File: src/rtl/i2s_master_pkg.sv
// Shared constants and helpers for the I2S master: sample and counter widths,
// and which counter bits produce the SCK/BCK/LCK clocks.
package i2s_master_pkg;

  localparam int SAMPLE_W = 16;
  localparam int CNT_W    = 8;

  // Counter bit that directly becomes each generated clock
  localparam int SCK_BIT = 0;
  localparam int BCK_BIT = 2;
  localparam int LCK_BIT = 7;

  // Slot index sits between the BCK phase bits and the half-frame bit
  localparam int SLOT_LSB = BCK_BIT + 1;
  localparam int SLOT_W   = LCK_BIT - SLOT_LSB;
  localparam int NUM_SLOTS = 1 << SLOT_W;

  // Tap numbering used by the clock generator's output register
  localparam int TAP_SCK  = 0;
  localparam int TAP_BCK  = 1;
  localparam int TAP_LCK  = 2;
  localparam int NUM_TAPS = 3;

  typedef logic [SAMPLE_W-1:0] sample_t;
  typedef logic [CNT_W-1:0]    cnt_t;
  typedef logic [SLOT_W-1:0]   slot_t;

  function automatic int tap_pos(input int tap);
    case (tap)
      TAP_SCK: return SCK_BIT;
      TAP_BCK: return BCK_BIT;
      default: return LCK_BIT;
    endcase
  endfunction

  // True when a counter value is the first cycle of a bit slot (BCK falling)
  function automatic logic is_slot_start(input cnt_t c);
    return (c[BCK_BIT:0] == '0);
  endfunction

endpackage

File: src/rtl/i2s_clkgen.sv
// Free-running frame counter plus registered SCK/BCK/LCK derived from it.
// Each clock register is loaded from the next count so it tracks cnt exactly.
module i2s_clkgen
  import i2s_master_pkg::*;
(
  input  logic clk,
  input  logic rst_n,
  output cnt_t cnt,
  output cnt_t cnt_next,
  output logic sck,
  output logic bck,
  output logic lck
);

  cnt_t                cnt_reg;
  logic [NUM_TAPS-1:0] tap_reg;
  logic [NUM_TAPS-1:0] tap_next;

  assign cnt_next = cnt_reg + cnt_t'(1);

  genvar gi;
  generate
    for (gi = 0; gi < NUM_TAPS; gi++) begin : g_tap
      assign tap_next[gi] = cnt_next[tap_pos(gi)];
    end
  endgenerate

  always_ff @(posedge clk) begin
    if (!rst_n) begin
      cnt_reg <= '0;
      tap_reg <= '0;
    end else begin
      cnt_reg <= cnt_next;
      tap_reg <= tap_next;
    end
  end

  assign cnt = cnt_reg;
  assign sck = tap_reg[TAP_SCK];
  assign bck = tap_reg[TAP_BCK];
  assign lck = tap_reg[TAP_LCK];

endmodule

File: src/rtl/i2s_master.sv
// Mono I2S master: captures one sample per 256-cycle frame and serializes it
// MSB first on both channels with the standard one-bit I2S delay.
module i2s_master
  import i2s_master_pkg::*;
(
  input  logic                clk,
  input  logic                rst_n,
  input  logic [SAMPLE_W-1:0] smp,
  output logic                sck,
  output logic                bck,
  output logic                din,
  output logic                lck,
  output logic                sampled
);

  cnt_t    cnt;
  cnt_t    cnt_next;
  sample_t smp_q_reg;
  sample_t prev_q_reg;
  logic    din_reg;
  logic    sampled_reg;

  i2s_clkgen u_clkgen (
    .clk      (clk),
    .rst_n    (rst_n),
    .cnt      (cnt),
    .cnt_next (cnt_next),
    .sck      (sck),
    .bck      (bck),
    .lck      (lck)
  );

  logic    frame_end;
  logic    slot_start_next;
  logic    half_next;
  slot_t   slot_next;
  sample_t word_next;
  sample_t prev_next;
  logic [NUM_SLOTS-1:0] left_bits;
  logic [NUM_SLOTS-1:0] right_bits;
  logic    din_next;

  assign frame_end       = (cnt == '1);
  assign slot_start_next = is_slot_start(cnt_next);
  assign half_next       = cnt_next[LCK_BIT];
  assign slot_next       = cnt_next[SLOT_LSB +: SLOT_W];

  // Word contents as they will be after this edge, so slot 0 of the new
  // frame already sees the freshly shifted prev word.
  assign word_next = frame_end ? smp       : smp_q_reg;
  assign prev_next = frame_end ? smp_q_reg : prev_q_reg;

  genvar gi;
  generate
    for (gi = 0; gi < NUM_SLOTS; gi++) begin : g_slot
      if (gi == 0) begin : g_first
        // One-bit delay: slot 0 carries the LSB of the preceding word
        assign left_bits[gi]  = prev_next[0];
        assign right_bits[gi] = word_next[0];
      end else begin : g_rest
        assign left_bits[gi]  = word_next[SAMPLE_W-gi];
        assign right_bits[gi] = word_next[SAMPLE_W-gi];
      end
    end
  endgenerate

  always_comb begin
    din_next = 1'b0;
    if (half_next) begin
      din_next = right_bits[slot_next];
    end else begin
      din_next = left_bits[slot_next];
    end
  end

  always_ff @(posedge clk) begin
    if (!rst_n) begin
      smp_q_reg   <= '0;
      prev_q_reg  <= '0;
      din_reg     <= 1'b0;
      sampled_reg <= 1'b0;
    end else begin
      if (frame_end) begin
        smp_q_reg  <= smp;
        prev_q_reg <= smp_q_reg;
      end
      // DIN only moves on BCK falling edges
      if (slot_start_next) begin
        din_reg <= din_next;
      end
      sampled_reg <= frame_end;
    end
  end

  assign din     = din_reg;
  assign sampled = sampled_reg;

endmodule

File: config.mk
export PLATFORM = sky130hd
export DESIGN_NAME = i2s_master
export DESIGN_NICKNAME = d
export VERILOG_FILES = /design/src/rtl/i2s_master_pkg.sv /design/src/rtl/i2s_clkgen.sv /design/src/rtl/i2s_master.sv
export SDC_FILE = /design/constraint.sdc
export NUM_CORES = 1
export LEC_CHECK = 0
export BUFFER_PORTS_ARGS = -buffer_cell sky130_fd_sc_hd__buf_2
export CORE_MARGIN = 5
export CORE_UTILIZATION = 54
export CTS_CLUSTER_DIAMETER = 80
export CTS_CLUSTER_SIZE = 12
export DETAILED_ROUTE_END_ITERATION = 16
export MAX_ROUTING_LAYER = met4
export PLACE_DENSITY_LB_ADDON = 0.12
export SKIP_CTS_REPAIR_TIMING = 1
export SLEW_MARGIN = 20
export SYNTH_ARGS = -nofsm -noshare
export SYNTH_HDL_FRONTEND = slang
export SYNTH_SLANG_ARGS = --single-unit
File: constraint.sdc
create_clock -name clk -period 3.35 [get_ports clk]
set_input_delay 0.67 -clock clk [delete_from_list [all_inputs] [get_ports clk]]
set_output_delay 0.67 -clock clk [all_outputs]
set_load 0.03 [all_outputs]
======== Word-level counts from Yosys, hierarchy flattened ========
Cells that the tools add are included.
W data, S select, Z words.
cells by class
  equality and inequality tests ........... 1
  multiplexer cells ....................... 7
  order comparisons ....................... 1
  reductions and logical operators ........ 1
  $add $sub $neg .......................... 1
operators by type and width
  kind                   count
  $mux W16               1
  $add A8 B1 Y8 const B  1
  $bmux W1 S4            2
  $eq A8 B8 Y1 const B   1
  $lt A4 B5 Y1 const B   1
  $mux W1                4
  $logic_not A3 Y1       1
word-level totals
  flip-flop bits (word level) ............. 30

======== Depth between registers and ports, before layout ========
Gate-level depths: netlist of run 1.
  depth in word-level cells ............... 5
  mapped depth ............................ 10
  gate-level depth less buffers ........... 8

======== Hierarchy ========
A second synthesis of run 1 with hierarchy kept.
unflattened totals
  cell total of the unflattened synthesis .. 143
  area total of the unflattened synthesis .. 1403.8 µm²
modules (own cells, without submodules)
  module      cells an instance  seq. area each (µm²)  area an instance (µm²)  times used
  i2s_master  102                380.4                 992.2                   1
  i2s_clkgen  41                 160.2                 411.6                   1

======== Least setup slack after synthesis of run 1 ========
No wires, ideal clock.
  path type ............................... register -> register
  start ................................... register u_clkgen.tap_reg[0] (netlist name)
  end ..................................... register din_reg (netlist: din)
  setup slack ............................. 0.761 ns
  arrival time ............................ 2.457 ns
  library setup time ...................... 0.132 ns
  cell stages (with the launch flop) ...... 11
  path buffers ............................ 2
  data required time ...................... 3.218 ns
  cells stage by stage .................... dfxtp_1 -> ha_1 -> buf_2 -> nand2_1 -> nor3b_4 -> buf_6 -> mux2_2 -> mux2i_1 -> o21ai_0 -> a2111oi_0 -> o31ai_1
RTL lines
  item                    RTL line          RTL
  end signal: assignment  i2s_master.sv:89  din_reg <= din_next;
  end: declaration        i2s_master.sv:20  logic din_reg;

==> run summary, run 1 <==
========================================================================================
Status                                                                      finished clean
Area of the mapped netlist                                                      1380 um2
Count of final setup violators                                                         0
Die outline area                                                                3660 um2
Number of sinks driven by the clock tree                                              27
XOR/XNOR share of the synthesized area                                            0.0509
Via density                                                                         5.55
Layout-stage area growth over the synthesis result                                 9.64%
Fraction of layout cells with a size suffix above 1                                0.201
Overall global routing resource usage                                              0.179
Cell count after placement                                                           195
Final nets                                                                           190
Sum of routed wire length over all layers                                        2.88 mm
Sequential fraction of the synthesis area                                          0.393
Number of standard cells in the layout, taps in and fillers out                      199
Critical path fanouts, max                                                            12
Number of pins with negative max-slew slack in the final report                        0
Via count of the first global-routing pass                                          1047
CTS root buf                                                                sky130_fd_sc_hd__clkbuf_4
Fraction of power spent switching nets                                             0.244
CTS tree                                                                             yes
Total global routing overflow                                                          0
Combinational fraction of design power                                             0.066
Post-synth top area cell                                                    sky130_fd_sc_hd__dfxtp_1
Overall Power                                                                     510 uW
Share of the core filled with cells                                                0.615
Largest net degree at the start of global routing                                     29
Core footprint                                                                  2450 um2
Worst hold path type                                                          reg -> reg
Dominant cell by count in the synthesized netlist                           sky130_fd_sc_hd__dfxtp_1
Worst VDD drop                                                                  0.202 mV
Crit Path Category                                                            reg -> reg
First-pass iteration count of the detailed router                                      4
CTS Buf Count                                                                          3
RePlAce Congestion                                                                 0.825
Cell count of the worst hold path                                                      2
Standard-cell rows                                                                    18
Ranking of synthesized cells by area                                        sky130_fd_sc_hd__dfxtp_1 39%, sky130_fd_sc_hd__and2_1 6.4%, sky130_fd_sc_hd__nand2_1 4.4%
Portion of total power attributed to sequential cells                              0.647
Dominant combinational cell family by area after synthesis                  simple AND/OR/NAND/NOR gates
Synthesized-area fraction occupied by ao, oa, aoi and oai cells                    0.141
Internal power summed over all cells                                              386 uW
Clk slew on worst S/H paths                                                      0.16 ns
Height of the chip                                                               60.5 um
Power density of the placed cells                                             338 nW/um2
Residual DRC                                                                           0
Slew headroom                                                                      0.570
Share of the clock period used by the worst path after layout                      0.893
Yosys cell types                                                                      38
Unrepaired setup endpoints after global routing                                       no
Total via count in the routed design                                                1104
Net switching power figure                                                        125 uW
Most used flip-flop cell after synthesis                                    sky130_fd_sc_hd__dfxtp_1
DRC violation total after the first TritonRoute iteration                             31
Type of element capturing the critical path                                         flop
Total half-perimeter wirelength after legalization and detailed placement        2.18 mm
Max-capacitance violation count                                                        0
Initial Utilization                                                                0.561
Post-DRT Antenna Nets                                                                  0
Required time worst endpoint                                                     3.57 ns
CTS H-tree lvls                                                                        1
Antenna violations before repair                                                       0
Maximum achievable frequency                                                   0.334 GHz
Simple-gate share of the synthesized area                                          0.255
Least-Margin Pin Slew                                                           0.640 ns
Data arrival, critical path                                                      3.21 ns
Share of total power in the clock network                                          0.287
Num ports                                                                             23
Number of enable-type register cells in the synthesized netlist                        0
Proportion of synthesized area in mux cells                                        0.102
Number of buffers on the longest clock path                                            2
Number of instances in the synthesized netlist                                       151
Ranking of synthesized cells by instance count                              27 x sky130_fd_sc_hd__dfxtp_1, 16 x sky130_fd_sc_hd__nand2_1, 14 x sky130_fd_sc_hd__and2_1
Total inserted antenna cells                                                           0
Warnings from Yosys                                                                    0
Number of nets in the synthesized netlist                                            171
Register bit count reported by yosys                                                  27
Routed wire length per instance                                                  14.5 um
Wire length of the first global-routing pass                                     4.73 mm
Largest clock skew in the final design                                         0.0143 ns
Adder-cell area share of the yosys netlist                                        0.0182
Count of input and output buffers                                                     22
Mean post-synth cell area                                                       9.11 um2
Ys async rst share                                                                     0
Max FFs per register                                                                  16
P_leak                                                                          0.592 nW
Setup Total Neg Slack                                                               0 ns
Crit path launch type                                                               flop
Fraction of post-synthesis cell area in the top cell type by area                  0.393
Latest clock arrival within the worst-skew pair                                  0.33 ns
Clock period minus final worst setup slack                                       2.99 ns
Die width                                                                        60.5 um
Final hold violations                                                                  0
Cells on worst reg2reg path                                                            8
========================================================================================
==> placed cells by master (no fill, tap or decap), drive strengths merged, types with 5 or more instances in the layout <==
cell type | Yosys | routed
a21boi | 6 | 6
a21oi | 6 | 6
and2 | 14 | 14
buf | 6 | 23
dfxtp | 27 | 27
mux2 | 8 | 8
mux2i | 5 | 5
nand2 | 16 | 16
nand3 | 5 | 5
nor2 | 11 | 11
nor2b | 7 | 7
xnor2 | 5 | 5
==> per-layer routing <==
metal | vias up | GRT usage | routed length (um)
met5 | - | - | 0
met2 | 22 | 0.301 | 1350
met3 | 2 | 0.0298 | 144
li1 | 568 | - | -
met4 | 0 | 0.0464 | 19
met1 | 512 | 0.224 | 1370
==> worst max-delay path, stage by stage (launching register included) <==
cell and delay [ns]:
sky130_fd_sc_hd__dfxtp_1 0.47, sky130_fd_sc_hd__ha_1 0.37, sky130_fd_sc_hd__nand2_1 0.18, sky130_fd_sc_hd__nor3b_4 0.56
sky130_fd_sc_hd__mux2_2 0.41, sky130_fd_sc_hd__mux2i_1 0.12, sky130_fd_sc_hd__o21ai_0 0.09, sky130_fd_sc_hd__a2111oi_0 0.54
sky130_fd_sc_hd__o31ai_1 0.15
==> power groups by stage <==
stage	Combinational (mW)	Clock, mW	Sequential, mW
after floorplan	0.0179	0	0.337
after global routing	0.0370	0.170	0.331
final	0.0338	0.147	0.330
after detailed placement	0.0335	0	0.337
after CTS	0.0337	0.151	0.330
after global placement	0.0334	0	0.336
==> path summary, 6_finish.rpt <==
kind,from,end,slack (ns)
setup / recovery,u_clkgen.tap_reg[0],din,0.36
hold / removal,smp_q_reg[11],smp_q_reg[11],0.50
setup reg to reg,u_clkgen.tap_reg[0],din,0.36
hold reg to reg,smp_q_reg[11],smp_q_reg[11],0.50
==> stage by stage <==
stage | hold slack, ns | worst slack [ns] | cell area, um2
after floorplan | 0.452 | 0.761 | 1380
after global placement | 0.466 | 0.592 | 1480
after detailed placement | 0.465 | 0.398 | 1480
after CTS | 0.494 | 0.381 | 1510
after global routing | 0.514 | 0.161 | 1510
final | 0.495 | 0.358 | 1510
==> cell type report <==
cell class / count / area, um2
Fill cell: 246 / 946
Multi-Input combinational cell: 114 / 779
Sequential cell: 27 / 541
Timing Repair Buffer: 23 / 118
Tap cell: 30 / 37.5
Clock buffer: 3 / 22.5
Clock inverter: 1 / 7.51
Inverter: 1 / 3.75
==> cells by family after synthesis <==
| logic type | after synthesis |
|---|---|
| adders and majority gates | 2 |
| DFF | 27 |
| and+or+nand+nor | 64 |
| xor gates and xnor gates | 8 |
| AOI/OAI and AO/OA | 27 |
| muxes | 13 |
| buffers and inverters | 10 |
Power figures use the tool's default switching activity.
==> inputs of run 2 (changes only) <==
Settings changed: GPL_TIMING_DRIVEN set to 0.
==> run summary, run 2 (same netlist as run 1, synthesis figures left out) <==
========================================================================================
Final hold violations                                                                  0   unchanged
Least-Margin Pin Slew                                                           0.640 ns   about the same
Crit path launch type                                                               flop   unchanged
Share of total power in the clock network                                          0.280   was 0.287
Slew headroom                                                                      0.571   was 0.570
Leading cell types in the layout, fill and taps excluded                    27 x sky130_fd_sc_hd__dfxtp_1, 24 x sky130_fd_sc_hd__buf_2, 16 x sky130_fd_sc_hd__nand2_1   was 27 x sky130_fd_sc_hd__dfxtp_1, 22 x sky130_fd_sc_hd__buf_2, 16 x sky130_fd_sc_hd__nand2_1
Fraction of layout cells with a size suffix above 1                                0.210   was 0.201
Cell count after placement                                                           202   was 195
Kind of cell adding the most delay to the critical path                     compound AO/OA/AOI/OAI gates   unchanged
Count of input and output buffers                                                     21   was 22
Overall global routing resource usage                                              0.187   was 0.179
Placed Instance Area                                                            1520 um2   was 1480 um2
P_leak                                                                          0.620 nW   was 0.592 nW
Initial Utilization                                                                0.561   unchanged
Number of pins with negative max-slew slack in the final report                        0   unchanged
Largest net degree at the start of global routing                                     15   was 29
Internal power summed over all cells                                              387 uW   was 386 uW
Number of fillers in the final layout                                                226   was 246
Die width                                                                        60.5 um   unchanged
RePlAce Congestion                                                                 0.879   was 0.825
Portion of total power attributed to sequential cells                              0.647   about the same
CTS root buf                                                                sky130_fd_sc_hd__clkbuf_4   unchanged
RR Startpoint                                                               u_clkgen.tap_reg[0]   unchanged
Net switching power figure                                                        120 uW   was 125 uW
CTS Buf Count                                                                          3   unchanged
Maximum achievable frequency                                                   0.360 GHz   was 0.334 GHz
Wire length of the first global-routing pass                                     5.01 mm   was 4.73 mm
Cell with the largest stage delay on the worst path                         sky130_fd_sc_hd__a2111oi_0   was sky130_fd_sc_hd__nor3b_4
Power density of the placed cells                                             328 nW/um2   was 338 nW/um2
Number of sinks driven by the clock tree                                              27   unchanged
Residual DRC                                                                           0   unchanged
First-pass iteration count of the detailed router                                      4   unchanged
Type of element capturing the critical path                                         flop   unchanged
Total via count in the routed design                                                1139   was 1104
DRC violation total after the first TritonRoute iteration                             43   was 31
CTS H-tree lvls                                                                        1   unchanged
Unrepaired setup endpoints after global routing                                       no   unchanged
Worst hold path type                                                          reg -> reg   unchanged
Latest clock arrival within the worst-skew pair                                  0.32 ns   was 0.33 ns
Number of buffer and inverter instances along the worst setup path                     2   was 0
Via count of the first global-routing pass                                          1117   was 1047
Post-DRT Antenna Nets                                                                  0   unchanged
Overall Power                                                                     507 uW   was 510 uW
Final nets                                                                           197   was 190
Max incr delay on CP                                                             0.49 ns   was 0.56 ns
Via density                                                                         5.53   was 5.55
Most common library cell in the layout ignoring fill and taps               sky130_fd_sc_hd__dfxtp_1   unchanged
Number of standard cells in the layout, taps in and fillers out                      206   was 199
Total global routing overflow                                                          0   unchanged
Layout-stage area growth over the synthesis result                                 12.3%   was 9.64%
Clock period minus final worst setup slack                                       2.78 ns   was 2.99 ns
Max FFs per register                                                                  16   unchanged
Max-capacitance violation count                                                        0   unchanged
Setup Total Neg Slack                                                               0 ns   unchanged
Status                                                                      finished clean   unchanged
Share of the core filled with cells                                                0.629   was 0.615
Start point of the critical path                                            u_clkgen.tap_reg[0]   unchanged
Core footprint                                                                  2450 um2   unchanged
CTS tree                                                                             yes   unchanged
Num ports                                                                             23   unchanged
Worst Setup Slack post-DPL                                                      0.621 ns   was 0.398 ns
Worst VDD drop                                                                  0.230 mV   was 0.202 mV
Beginning of the worst hold path                                            smp_q_reg[10]   was smp_q_reg[11]
Final worst-path setup slack                                                    0.572 ns   was 0.358 ns
Sum of routed wire length over all layers                                        2.87 mm   was 2.88 mm
Fraction of power spent switching nets                                             0.236   was 0.244
Largest clock skew in the final design                                        0.00537 ns   was 0.0143 ns
Clk slew on worst S/H paths                                                      0.15 ns   was 0.16 ns
Total inserted antenna cells                                                           0   unchanged
Total half-perimeter wirelength after legalization and detailed placement        2.09 mm   was 2.18 mm
Share of the clock period used by the worst path after layout                      0.829   was 0.893
Fin area                                                                        1550 um2   was 1510 um2
Required time worst endpoint                                                     3.56 ns   was 3.57 ns
Routed wire length per instance                                                  13.9 um   was 14.5 um
Chain of cells forming the critical path                                    ha_1, buf_2, nand2_1, nor3b_4, buf_6, mux2_2, mux2i_1, o21ai_0, a2111oi_0, o31ai_1   was ha_1, nand2_1, nor3b_4, mux2_2, mux2i_1, o21ai_0, a2111oi_0, o31ai_1
Data arrival, critical path                                                      2.99 ns   was 3.21 ns
Count of final setup violators                                                         0   unchanged
Height of the chip                                                               60.5 um   unchanged
Die outline area                                                                3660 um2   unchanged
Critical path fanouts, max                                                            10   was 12
Combinational fraction of design power                                             0.073   was 0.066
Antenna violations before repair                                                       0   unchanged
Standard-cell rows                                                                    18   unchanged
Number of buffers on the longest clock path                                            2   unchanged
Hold WS                                                                         0.487 ns   was 0.495 ns
Crit Path Category                                                            reg -> reg   unchanged
========================================================================================
run 2: changes by cell type in the layout (fill, tap and decap cells not counted):
cell                         previous run  this run
sky130_fd_sc_hd__buf_2                 22        24
sky130_fd_sc_hd__clkinvlp_4             1         0
sky130_fd_sc_hd__buf_6                  0         1
sky130_fd_sc_hd__buf_4                  1         2
sky130_fd_sc_hd__clkbuf_1               0         4
run 2: worst paths after layout:
| path | endpoint | cells after the start | slack (ns) |
|---|---|---|---|
| worst min register to register | smp_q_reg[10] | 2 | 0.49 |
| worst min-delay path | smp_q_reg[10] | 2 | 0.49 |
| worst max-delay path | din | 10 | 0.57 |
| worst max register to register | din | 10 | 0.57 |
run 2: final cells by class:
class / instances / area [um2] / share of cell area
tap: 30 / 37.5 / 0.0243
sequential: 27 / 541 / 0.350
inverter: 1 / 3.75 / 0.00243
clock buffer: 4 / 26.3 / 0.0170
timing repair buffer: 21 / 105 / 0.0680
multi-input combinational: 114 / 779 / 0.504
buffer: 9 / 52.6 / 0.0340
run 2: power groups by stage:
stage | clock network (mW) | registers [mW] | logic (mW)
after global placement | 0 | 0.334 | 0.0367
after global routing | 0.160 | 0.329 | 0.0415
after detailed placement | 0 | 0.335 | 0.0371
after CTS | 0.146 | 0.328 | 0.0374
after floorplan | 0 | 0.337 | 0.0179
final | 0.142 | 0.328 | 0.0371
run 2: per-layer routing:
metal	share of wire	routed length, um	GRT usage	vias to the layer above
met3	0.044	126	0.0191	2
li1	-	-	-	579
met4	0.0084	24	0.0650	0
met1	0.47	1360	0.246	535
met2	0.48	1360	0.299	23
met5	0	0	-	-
run 2: worst min-delay path, cell delays in order (launching register included):
cell,delay (ns)
sky130_fd_sc_hd__dfxtp_1,0.32
sky130_fd_sc_hd__nand2_1,0.06
sky130_fd_sc_hd__a21boi_0,0.07
==> inputs of run 3 (changes only) <==
Settings changed: ABC_AREA set to 1, CORE_UTILIZATION 54 to 50.
Clock period 3.35 ns to 2.3 ns, I/O delays scaled along.
==> run summary, run 3 <==
========================================================================================
Status                                                                      finished clean   unchanged
Setup Total Neg Slack                                                               0 ns   unchanged
Worst hold path type                                                           in -> reg   was reg -> reg
Overall global routing resource usage                                              0.162   was 0.187
Max FFs per register                                                                  16   unchanged
Required time worst endpoint                                                     2.53 ns   was 3.56 ns
Mean post-synth cell area                                                       7.06 um2   was 9.11 um2
Layout-stage area growth over the synthesis result                                 12.3%   about the same
Ranking of synthesized cells by instance count                              43 x sky130_fd_sc_hd__nand2_1, 32 x sky130_fd_sc_hd__nand3_1, 27 x sky130_fd_sc_hd__dfxtp_1   was 27 x sky130_fd_sc_hd__dfxtp_1, 16 x sky130_fd_sc_hd__nand2_1, 14 x sky130_fd_sc_hd__and2_1
Worst VDD drop                                                                  0.386 mV   was 0.230 mV
CTS tree                                                                             yes   unchanged
Antenna violations before repair                                                       0   unchanged
Power density of the placed cells                                             457 nW/um2   was 328 nW/um2
Slew headroom                                                                      0.681   was 0.571
Post-synth top area cell                                                    sky130_fd_sc_hd__dfxtp_1   unchanged
Number of standard cells in the layout, taps in and fillers out                      258   was 206
P_leak                                                                          0.800 nW   was 0.620 nW
Fraction of layout cells with a size suffix above 1                                0.207   was 0.210
CTS Buf Count                                                                          3   unchanged
Num ports                                                                             23   unchanged
Count of final setup violators                                                         0   unchanged
Via density                                                                         5.03   was 5.53
Fin area                                                                        1590 um2   was 1550 um2
Count of input and output buffers                                                     22   was 21
Number of buffers on the longest clock path                                            2   unchanged
Final hold violations                                                                  0   unchanged
Ranking of synthesized cells by area                                        sky130_fd_sc_hd__dfxtp_1 38%, sky130_fd_sc_hd__nand2_1 11%, sky130_fd_sc_hd__nand3_1 11%   was sky130_fd_sc_hd__dfxtp_1 39%, sky130_fd_sc_hd__and2_1 6.4%, sky130_fd_sc_hd__nand2_1 4.4%
Height of the chip                                                               63.3 um   was 60.5 um
Number of nets in the synthesized netlist                                            221   was 171
Number of instances in the synthesized netlist                                       201   was 151
Number of sinks driven by the clock tree                                              27   unchanged
Wire length of the first global-routing pass                                     5.20 mm   was 5.01 mm
First-pass iteration count of the detailed router                                      4   unchanged
Total via count in the routed design                                                1299   was 1139
Final nets                                                                           248   was 197
CTS root buf                                                                sky130_fd_sc_hd__clkbuf_4   unchanged
Leading cell types in the layout, fill and taps excluded                    43 x sky130_fd_sc_hd__nand2_1, 32 x sky130_fd_sc_hd__nand3_1, 27 x sky130_fd_sc_hd__dfxtp_1   was 27 x sky130_fd_sc_hd__dfxtp_1, 24 x sky130_fd_sc_hd__buf_2, 16 x sky130_fd_sc_hd__nand2_1
Type of element capturing the critical path                                         flop   unchanged
DRC violation total after the first TritonRoute iteration                             30   was 43
Fraction of post-synthesis cell area in the top cell type by area                  0.381   was 0.393
Standard-cell rows                                                                    19   was 18
Clk slew on worst S/H paths                                                      0.14 ns   was 0.15 ns
CTS H-tree lvls                                                                        1   unchanged
Share of the clock period used by the worst path after layout                      0.881   was 0.829
Unrepaired setup endpoints after global routing                                       no   unchanged
Least-Margin Pin Slew                                                           0.478 ns   was 0.640 ns
Yosys cell types                                                                      28   was 38
Total inserted antenna cells                                                           0   unchanged
Register bit count reported by yosys                                                  27   unchanged
Total half-perimeter wirelength after legalization and detailed placement        2.30 mm   was 2.09 mm
RePlAce Congestion                                                                 0.877   was 0.879
Share of the core filled with cells                                                0.583   was 0.629
Placed Instance Area                                                            1570 um2   was 1520 um2
Critical path fanouts, max                                                            10   unchanged
Latest clock arrival within the worst-skew pair                                  0.32 ns   about the same
Die outline area                                                                4000 um2   was 3660 um2
Ys async rst share                                                                     0   unchanged
Crit path launch type                                                               flop   unchanged
Sequential fraction of the synthesis area                                          0.381   was 0.393
Cell count after placement                                                           254   was 202
Post-DRT Antenna Nets                                                                  0   unchanged
Overall Power                                                                     728 uW   was 507 uW
Most used flip-flop cell after synthesis                                    sky130_fd_sc_hd__dfxtp_1   unchanged
Number of pins with negative max-slew slack in the final report                        0   unchanged
Via count of the first global-routing pass                                          1176   was 1117
Largest net degree at the start of global routing                                     15   unchanged
Die width                                                                        63.3 um   was 60.5 um
Max-capacitance violation count                                                        0   unchanged
Largest clock skew in the final design                                        0.00283 ns   was 0.00537 ns
Dominant cell by count in the synthesized netlist                           sky130_fd_sc_hd__nand2_1   was sky130_fd_sc_hd__dfxtp_1
Warnings from Yosys                                                                    0   unchanged
Crit Path Category                                                            reg -> reg   unchanged
Area of the mapped netlist                                                      1420 um2   was 1380 um2
Routed wire length per instance                                                  11.7 um   was 13.9 um
Total global routing overflow                                                          0   unchanged
Clock period minus final worst setup slack                                       2.03 ns   was 2.78 ns
Initial Utilization                                                                0.519   was 0.561
Most common library cell in the layout ignoring fill and taps               sky130_fd_sc_hd__nand2_1   was sky130_fd_sc_hd__dfxtp_1
Core footprint                                                                  2730 um2   was 2450 um2
Maximum achievable frequency                                                   0.493 GHz   was 0.360 GHz
Data arrival, critical path                                                      2.25 ns   was 2.99 ns
Residual DRC                                                                           0   unchanged
Sum of routed wire length over all layers                                        3.01 mm   was 2.87 mm
Number of enable-type register cells in the synthesized netlist                        0   unchanged
========================================================================================
[run 3: cell type report]
class,instances,area (um2)
inverters,31,116
plain buffers,7,47.5
fillers,270,1140
clock buffers,4,26.3
well taps,31,38.8
flip-flops and latches,27,541
repair buffers,22,110
multi-input cells,136,714
[run 3: critical path: stages, from the launching register on]
cell	delay, ns
sky130_fd_sc_hd__dfxtp_1	0.45
sky130_fd_sc_hd__ha_1	0.23
sky130_fd_sc_hd__nand2_2	0.11
sky130_fd_sc_hd__nor2_8	0.16
sky130_fd_sc_hd__buf_2	0.24
sky130_fd_sc_hd__nand3_1	0.12
sky130_fd_sc_hd__nand3_1	0.10
sky130_fd_sc_hd__nand3_1	0.09
sky130_fd_sc_hd__nand3_1	0.11
sky130_fd_sc_hd__nand3_1	0.09
sky130_fd_sc_hd__nand2_1	0.07
sky130_fd_sc_hd__clkinv_1	0.05
sky130_fd_sc_hd__nand2_1	0.06
sky130_fd_sc_hd__a21oi_2	0.05
[run 3: per-stage QoR]
stage	hold WS, ns	worst slack (ns)
2_1_floorplan	0.446	0.313
3_3_place_gp	0.461	0.302
3_5_place_dp	0.469	0.264
4_1_cts	0.322	0.247
5_1_grt	0.322	0.0844
6_report	0.328	0.274
[run 3: where the power goes]
group	internal (mW)	switching, mW	leakage [nW]
Clock	0.0679	0.136	0.0150
Sequential	0.472	0.00583	0.218
Combinational	0.0200	0.0261	0.567
[run 3: worst paths after layout]
kind                     end  depth (start not counted)                start  slack, ns
min reg2reg              din                          2                  din       0.49
max reg2reg              din                         13  u_clkgen.tap_reg[0]       0.27
min          u_clkgen.cnt[1]                          3                rst_n       0.33
max                      din                         13  u_clkgen.tap_reg[0]       0.27
[run 3: cells by family after synthesis]
| family | synth area share |
|---|---|
| buffers and inverters | 0.116 |
| XOR/XNOR | 0.0238 |
| AO/OA/AOI/OAI | 0.0432 |
| flip-flops | 0.381 |
| AND/OR/NAND/NOR | 0.419 |
| adder cells (fa/ha/maj) | 0.0176 |
[run 3: routing by layer]
metal  global-route usage  share of wire  up-vias
met5                    -              0        -
met4               0.0468          0.012        0
met3               0.0302          0.042        4
met2                0.260           0.49       22
met1                0.207           0.46      595
li1                     -              -      678
